==> src/rtl/instr_fetch_pkg.sv <==
// -----------------------------------------------------------------------------
// instr_fetch_pkg
//   Definitions shared by the instruction fetch unit and the other control-path
//   blocks: fetch FSM state encoding, instruction/address widths and the
//   sequential PC step helper.
// -----------------------------------------------------------------------------
package instr_fetch_pkg;

   localparam int unsigned INSTR_W = 32;
   localparam int unsigned ADDR_W  = 32;

   localparam logic [ADDR_W-1:0] PC_STEP = 32'd4;

   // 2-bit fetch FSM encoding
   typedef enum logic [1:0] {
      FETCH = 2'd0,
      VALID = 2'd1,
      FAULT = 2'd2
   } fetch_state_e;

   // Sequential successor of a PC; wraps modulo 2^32.
   function automatic logic [ADDR_W-1:0] next_seq_pc(input logic [ADDR_W-1:0] pc);
      return pc + PC_STEP;
   endfunction

endpackage

==> src/rtl/fetch_addr_check.sv <==
// -----------------------------------------------------------------------------
// fetch_addr_check
//   Purely combinational legality check for a word access: the address must be
//   word aligned and lie in [BASE, LIMIT). Usable for instruction fetch and for
//   data-side segmentation checks alike.
//
//   Parameters : BASE  - lowest legal address
//                LIMIT - first illegal address (exclusive), must exceed BASE
//   Ports      : addr  - address under test
//                legal - 1 when the access is allowed
// -----------------------------------------------------------------------------
module fetch_addr_check
   import instr_fetch_pkg::*;
#(
   parameter logic [ADDR_W-1:0] BASE  = 32'h0000_0000,
   parameter logic [ADDR_W-1:0] LIMIT = 32'h0001_0000
) (
   input  logic [ADDR_W-1:0] addr,
   output logic              legal
);

   logic [ADDR_W-1:0] offset;

   // Rebasing to BASE turns the two-sided range test into one unsigned compare:
   // addresses below BASE wrap to huge offsets and fall out of range.
   assign offset = addr - BASE;
   assign legal  = (addr[1:0] == 2'b00) && (offset < (LIMIT - BASE));

endmodule

==> src/rtl/instr_fetch.sv <==
// -----------------------------------------------------------------------------
// instr_fetch
//   Single-buffer instruction fetch unit. Issues one read at a time to the
//   instruction memory, holds the returned word, and faults on illegal
//   addresses or bus errors.
//
//   Ports:
//     clk          - clock, all state on posedge
//     reset_n      - synchronous reset, ACTIVE HIGH despite the name
//     pc_inc       - consumer took the instruction, advance by one word
//     pc_load      - redirect to pc_target (wins over pc_inc)
//     pc_target    - redirect address
//     mem_ack      - read response this cycle
//     mem_err      - bus error, qualified by mem_ack
//     mem_rdata    - read data, qualified by mem_ack
//     mem_req      - read request, held until mem_ack
//     mem_addr     - read address (always pc)
//     instruction  - buffered instruction word
//     wait_instr   - instruction not yet valid (state FETCH)
//     instr_segv   - fetch fault (state FAULT)
//     pc           - address of the word held in instruction
// -----------------------------------------------------------------------------
module instr_fetch
   import instr_fetch_pkg::*;
#(
   parameter logic [ADDR_W-1:0] RESET_PC    = 32'h0000_0000,
   parameter logic [ADDR_W-1:0] INSTR_BASE  = 32'h0000_0000,
   parameter logic [ADDR_W-1:0] INSTR_LIMIT = 32'h0001_0000
) (
   input  logic               clk,
   input  logic               reset_n,
   input  logic               pc_inc,
   input  logic               pc_load,
   input  logic [ADDR_W-1:0]  pc_target,
   input  logic               mem_ack,
   input  logic               mem_err,
   input  logic [INSTR_W-1:0] mem_rdata,
   output logic               mem_req,
   output logic [ADDR_W-1:0]  mem_addr,
   output logic [INSTR_W-1:0] instruction,
   output logic               wait_instr,
   output logic               instr_segv,
   output logic [ADDR_W-1:0]  pc
);

   fetch_state_e       state_q;
   logic [ADDR_W-1:0]  pc_q;
   logic [ADDR_W-1:0]  target_q;
   logic [INSTR_W-1:0] instr_q;
   logic               redir_q;

   logic               pc_legal;
   logic [ADDR_W-1:0]  pc_seq_d;
   logic [ADDR_W-1:0]  redir_pc_d;

   fetch_addr_check #(
      .BASE  (INSTR_BASE),
      .LIMIT (INSTR_LIMIT)
   ) u_addr_check (
      .addr  (pc_q),
      .legal (pc_legal)
   );

   assign pc_seq_d   = next_seq_pc(pc_q);
   // A redirect arriving in the same cycle as the ack is newer than any stored one.
   assign redir_pc_d = pc_load ? pc_target : target_q;

   always_ff @(posedge clk) begin
      if (reset_n) begin
         // Any outstanding read is abandoned; the memory side drops it too.
         state_q  <= FETCH;
         pc_q     <= RESET_PC;
         target_q <= RESET_PC;
         instr_q  <= '0;
         redir_q  <= 1'b0;
      end else begin
         unique case (state_q)
            FETCH: begin
               if (!pc_legal) begin
                  // No request was ever issued for this pc, so no ack can be in flight.
                  state_q <= FAULT;
               end else if (mem_ack) begin
                  if (redir_q || pc_load) begin
                     // Response belongs to an abandoned address: drop data and any
                     // error with it, then fetch the redirect target.
                     pc_q    <= redir_pc_d;
                     redir_q <= 1'b0;
                  end else if (mem_err) begin
                     state_q <= FAULT;
                  end else begin
                     instr_q <= mem_rdata;
                     state_q <= VALID;
                  end
               end else if (pc_load) begin
                  // mem_addr must stay put until the ack, so park the target.
                  target_q <= pc_target;
                  redir_q  <= 1'b1;
               end
            end
            VALID: begin
               if (pc_load) begin
                  pc_q    <= pc_target;
                  state_q <= FETCH;
               end else if (pc_inc) begin
                  pc_q    <= pc_seq_d;
                  state_q <= FETCH;
               end
            end
            FAULT: begin
               if (pc_load) begin
                  pc_q    <= pc_target;
                  state_q <= FETCH;
               end
            end
            default: state_q <= FETCH;
         endcase
      end
   end

   // Request only for legal addresses; an illegal pc goes straight to FAULT.
   assign mem_req     = (state_q == FETCH) && pc_legal;
   assign mem_addr    = pc_q;
   assign instruction = instr_q;
   assign wait_instr  = (state_q == FETCH);
   assign instr_segv  = (state_q == FAULT);
   assign pc          = pc_q;

endmodule
==> config.mk <==
export PLATFORM = sky130hd
export DESIGN_NAME = instr_fetch
export DESIGN_NICKNAME = d
export VERILOG_FILES = /design/src/rtl/instr_fetch_pkg.sv /design/src/rtl/fetch_addr_check.sv /design/src/rtl/instr_fetch.sv
export SDC_FILE = /design/constraint.sdc
export NUM_CORES = 1
export LEC_CHECK = 0
export ABC_AREA = 0
export CORE_ASPECT_RATIO = 1.1
export CORE_MARGIN = 2
export CORE_UTILIZATION = 47
export DETAILED_ROUTE_END_ITERATION = 10
export GPL_TIMING_DRIVEN = 0
export PLACE_DENSITY = 0.81
export REMOVE_ABC_BUFFERS = 1
export SETUP_SLACK_MARGIN = 0.1
export SLEW_MARGIN = 20
export SYNTH_ARGS = -nofsm -noshare
export SYNTH_HDL_FRONTEND = slang
export SYNTH_SLANG_ARGS = --single-unit
export TNS_END_PERCENT = 20
==> constraint.sdc <==
create_clock -name clk -period 2.6 [get_ports clk]
set_input_delay 0.39 -clock clk [delete_from_list [all_inputs] [get_ports clk]]
set_output_delay 0.39 -clock clk [all_outputs]
set_load 0.05 [all_outputs]
Word-level counts from Yosys, hierarchy flattened
Index checks and enable logic that the tools add are counted.
Cells by class
  add/subtract/negate cells: 1
  $lt $le $gt $ge: 1
  equal/unequal tests: 10
  multiplexer cells: 19
  bitwise gates (word level): 3
  reduce and logical (&&, ||, !) cells: 12
Operators by type and width (number)
  two-way mux 32 bit: 7
  case mux 32 bit (3 select lines): 1
  adder 32 x 3 -> 32 bit (second input constant): 1
  < comparator 32 x 17 -> 1 bit (second input constant): 1
  two-way mux 2 bit: 7
  inequality test 3 bit (second input constant): 3
  AND reduction 4 bit: 2
  inequality test 2 x 1 -> 1 bit (second input constant): 3
  case mux 2 bit (3 select lines): 1
  AND reduction 6 bit: 1
  AND reduction 5 bit: 1
  logical NOT 2 bit: 2
  inequality test 2 bit (second input constant): 2
  two-way mux 1 bit: 3
  NOT 1 bit: 3
  AND reduction 3 bit: 1
  nonzero test 3 bit: 1
  == test 2 x 1 -> 1 bit (second input constant): 1
  == test 2 bit (second input constant): 1
  logical AND 1 bit: 2
  nonzero test 2 bit: 1
  logical OR 1 bit: 1
Word-level totals
  register bits after elaboration: 99
  bits of input ports: 70
  output and inout port bits: 99
  word-level logic and storage cells: 51

Logic depth before layout (Yosys ltp)
  depth after elaboration: 5
  gate-level depth with buffers: 10
  mapped depth without buffers: 8

By module
Synthesis repeated with hierarchy kept, for this count alone.
Unflattened totals
  cell total of the unflattened synthesis: 736
  area total of the unflattened synthesis: 5560.3 sq um
Modules (own cells, without submodules)
  instr_fetch: instances 1, cells an instance 730, area each 5516.5 sq um, seq. area each 1981.9 sq um
  fetch_addr_check: instances 1, cells an instance 6, area each 43.8 sq um, seq. area each 0.0 sq um

Worst setup path after synthesis
Ideal clock, no wire load.
  path kind: register to register
  start: register state_q[0]
  end: register state_q[0]
  library setup time: 0.087 ns
  data arrival time: 2.590 ns
  data required time: 2.513 ns
  slack: -0.078 ns
  stages on the path, launching flop included: 9
  buffers on the path: 1
  period minus slack after synthesis: 2.678 ns
  cell sequence: dfxtp_1 -> inv_1 -> ha_1 -> inv_1 -> nor3_4 -> or3b_1 -> buf_2 -> or3_1 -> o31ai_1
On the way
  cells in the longest elaborated chain, start to end: 3
  elaborated cells between the ends (all ways): 9
  classes of those cells: eq/ne (6); mux (1); reduce/logical (2)
Ends and longest elaborated chain
  from (decl): line instr_fetch.sv:46  | fetch_state_e state_q;
  from (signal assigned): line instr_fetch.sv:71  | state_q <= FETCH;
  from (signal assigned): line instr_fetch.sv:81  | state_q <= FAULT;
  from (signal assigned): line instr_fetch.sv:89  | state_q <= FAULT;
  logical NOT 2 bit (*)
  net wait_instr: line instr_fetch.sv:41  | output logic wait_instr,
  inequality test 3 bit (no source line)
  AND reduction 4 bit (no source line)
Mark *: on every way through the listed nets, which the timed path passes. The rest lies on a longest branch.
A chain may end at the register's enable or synchronous reset.

Final worst setup path
  start: register state_q[0]
  end: output instr_segv
On the way
  cells in the longest elaborated chain, start to end: 1
Ends and longest elaborated chain
  == test 2 bit: line instr_fetch.sv:125  | assign instr_segv = (state_q == FAULT);
  to (decl): line instr_fetch.sv:42  | output logic instr_segv,
No other way between the ends.

==> results by group <==
Outcome
  • Run status: completed

Setup path
  • Critical path class: flop to output port
  • Startpoint of the worst-slack reg-to-reg timing path: mem_addr[21]
  • Worst setup path endpoint: instr_segv
  • Crit. Startpoint: state_q[0]
  • Critical path data arrival time: 2.03 ns
  • Critical Path Fanout Max: 25
  • CP peak stage delay: 0.60 ns
  • Slowest CP cell: ha_2
  • Worst Reg-to-Reg Cells: 6
  • Required time at the endpoint of the critical path: 2.21 ns
  • Series of cell instances along the critical path: inv_1 > ha_2 > dlygate4sd2_1
  • Type of origin of the critical path: flop
  • Critical Path Sink Type: output port
  • Setup slack of the worst register-to-register path: 0.20 ns
  • RR Endpoint: mem_addr[21]

Final layout
  • Leading cell type in the layout, fill and taps excluded: nand2_1
  • Layout overhead on the synthesized area: 37.0%
  • Diodes inserted: 0
  • FILL cells: 952
  • Share of the core filled with cells: approximately 65%
  • Fraction of final layout cells sized beyond drive strength 1: 7.11%
  • Final cell count without fillers: 994
  • Commonest cells after routing, fill and taps aside: nand2_1 (181), clkdlybuf4s50_1 (164), a21oi_1 (109)
  • Layout net count: 914

Pwr
  • Total power draw: about 0.008 W
  • Sequential cell fraction of total power: 27.1%
  • Power density of the placed cells: 1110 nW/um^2
  • Clk network pwr share: 17.5%
  • LEAKAGE: 2.48 nW
  • P_sw: 0.00406 W
  • Total internal power: 0.00416 W
  • Largest voltage drop on the vdd net: 0.568 mV
  • Switching power as a share of total power: between 40% and 50%
  • Portion of total power attributed to combinational logic: between 50% and 60%

Route
  • Starting DRC count in detailed routing: 443
  • Via count: 5,962
  • ANT nets after route: 0
  • Count of TritonRoute iterations in the first routing pass: 5
  • Routed length per instance: 17.7 um
  • Detailed-route wire length: 17.6 mm
  • Vias per cell: 6.00
  • Number of DRC violations after detailed routing: 0

Floorplanning
  • Core region area: 11,300 sq um
  • Starting Density: 47.5%
  • Height of the die: between 100 and 150 um
  • Core Rows: 41
  • Ports: 169
  • Total Die Area: 12,300 sq um
  • Horizontal die dimension: 106 um

Global route
  • Via count of the first global-routing pass: 5,403
  • Pin count of the biggest net entering global routing: 73
  • Number of antenna violations at the first check in global routing: 0
  • Overall Global Routing Usage: 26.3%
  • Sum of overflow across all layers after global routing: 0
  • First-pass GRT wire length: 26.2 mm

Synthesis
  • Async set-reset flop share out of synthesis: 0%
  • Primary flip-flop cell chosen by synthesis mapping: dfxtp_1
  • Count of different cell masters after synthesis: between 50 and 60
  • Synth Instances: around 730
  • Fraction of the yosys area taken by sequential cells: a little under two fifths
  • Largest area contributor in the synthesized netlist: dfxtp_1
  • Area share of the largest cell type after synthesis: 36.8%
  • Warnings from Yosys: 0
  • Top cells by area, synth: dfxtp_1 (37%), nand2_1 (13%), a21oi_1 (10%)
  • Number of synthesized register bits: 99
  • Syn_area_per_cell: 7.36 sq um
  • Synthesized area: 5390 sq um
  • Count of flip-flops with a built-in enable after synthesis: 0

Timing
  • Worst slew margin: between 50 and 60%
  • Post-route worst hold slack: roughly 0.45 ns
  • Final worst clock skew: 0.00769 ns
  • Final setup vio count: 0
  • Maximum clock frequency: 413 MHz
  • Actual slew at the worst max-slew pin: between 0.6 and 0.7 ns
  • Clock period minus worst slack: 2.42 ns
  • Total count of hold-check failures in the final report: 0
  • Number of slew-limit violations in the final report: 0
  • Final worst path period share: 93.2%
  • RSZ-0062 raised after global routing: true
  • Sum Neg Setup Slack: 0 ns

Clocking
  • TritonCTS clock tree: built
  • Deepest clock path buffer count: 2
  • CTS HTree Levels: 3
  • TritonCTS Buffers: 9
  • Clk sinks: 99
  • Root buffer cell: clkbuf_16
  • Clock insertion delay at the later pin of the skew report: around 0.34 ns
  • Reg clk slew, reported paths: 0.07 ns

Place
  • Post-DP HPWL: 11.4 mm
  • Routability congestion estimate from global placement: 0.863
  • Inst Count DP: just under 1,000
  • Port Buf Inserts: 168

Run
  • MaxCap Viol Count: 0

Hold path
  • Worst hold-check path type: flop to flop
-- power groups by stage --
| stage | sequential [W] | combinational, W | clock [W] |
|---|---|---|---|
| floorplan | 0.00347 | 0.00150 | 0 |
| CTS | 0.00221 | 0.00439 | 0.00145 |
| global route | 0.00227 | 0.00479 | 0.00150 |
| global placement | 0.00221 | 0.00414 | 0 |
| detailed placement | 0.00223 | 0.00429 | 0 |
| finish | 0.00223 | 0.00455 | 0.00144 |
-- cell families after synthesis --
logic type	share of synthesized area, %
AOI/OAI and AO/OA	22.5
muxes	0.998
adders and majority gates	1.16
buffers and inverters	9.01
and+or+nand+nor	27.0
xor gates and xnor gates	2.60
DFF	36.8
-- sequential cells by signal (all words and copies together), names as in the netlist --
register,count
instruction,32
mem_addr,32
target_q,32
state_q,2
redir_q,1
-- synth_stat cells, drive strengths merged, types with 5 or more instances --
library cell,count
o22ai,6
buf,49
ha,5
o211ai,10
a21oi,109
nand2,183
nor3,11
dfxtp,99
nand3b,12
nor2b,10
a21o,5
o41ai,12
and2,8
o21ai,15
nand2b,5
xnor2,12
nor2,27
a211oi,15
nand3,16
clkbuf,36
nor4,6
inv,7
nand4,19
and3,6
-- worst min-delay path by stage --
stage | from | cells past startpoint | to | slack (ns)
after floorplan | target_q[12] | 2 | target_q[12] | 0.43
after detailed placement | instruction[15] | 2 | instruction[15] | 0.44
after global routing | target_q[26] | 2 | target_q[26] | 0.47
final | target_q[28] | 2 | target_q[28] | 0.45
after global placement | target_q[22] | 2 | target_q[22] | 0.44
after CTS | instruction[29] | 2 | instruction[29] | 0.45
-- stage by stage --
| stage | cell area, sq um | setup WS, ns |
|---|---|---|
| 2_1_floorplan | 4930 | -1.33 |
| 3_3_place_gp | 6800 | -4.53 |
| 3_5_place_dp | 6940 | -0.866 |
| 4_1_cts | 7310 | 0.0980 |
| 5_1_grt | 7380 | 0.0431 |
| 6_report | 7380 | 0.178 |
-- layer usage --
| layer | share of wire (%) | vias to the layer above | global-route usage (%) | wire length (um) |
|---|---|---|---|---|
| li1 | - | 2753 | - | - |
| met1 | 39 | 2824 | 32.1 | 6780 |
| met2 | 51 | 330 | 45.0 | 8890 |
| met3 | 8.2 | 55 | 5.52 | 1450 |
| met4 | 2.6 | 0 | 11.8 | 454 |
| met5 | 0 | - | 0 | 0 |
-- critical path, delay by kind of cell (launching register included) --
family                     cells  cell delay [ns]
DFF                            1             0.33
buffers and inverters          2             0.76
adders and majority gates      1             0.60
-- timing repair --
item | in CTS | in global routing
buffers inserted | 0 | 2
hold buffers | 0 | 0
cloned | 0 | 3
resized for setup | 19 | 13
pin swaps | 1 | 0
setup endpoints to repair | 93 | 57
-- area by class of cell --
class / count / area (sq um) / share of cell area (%)
clock buffers: 9 / 225 / 3.05
repair buffers: 178 / 1810 / 24.5
clock inverters: 7 / 92.6 / 1.25
flip-flops and latches: 99 / 1980 / 26.9
inverters: 8 / 31.3 / 0.424
well taps: 150 / 188 / 2.54
multi-input cells: 543 / 3050 / 41.3
No activity file was read; power rests on OpenSTA's default activity.
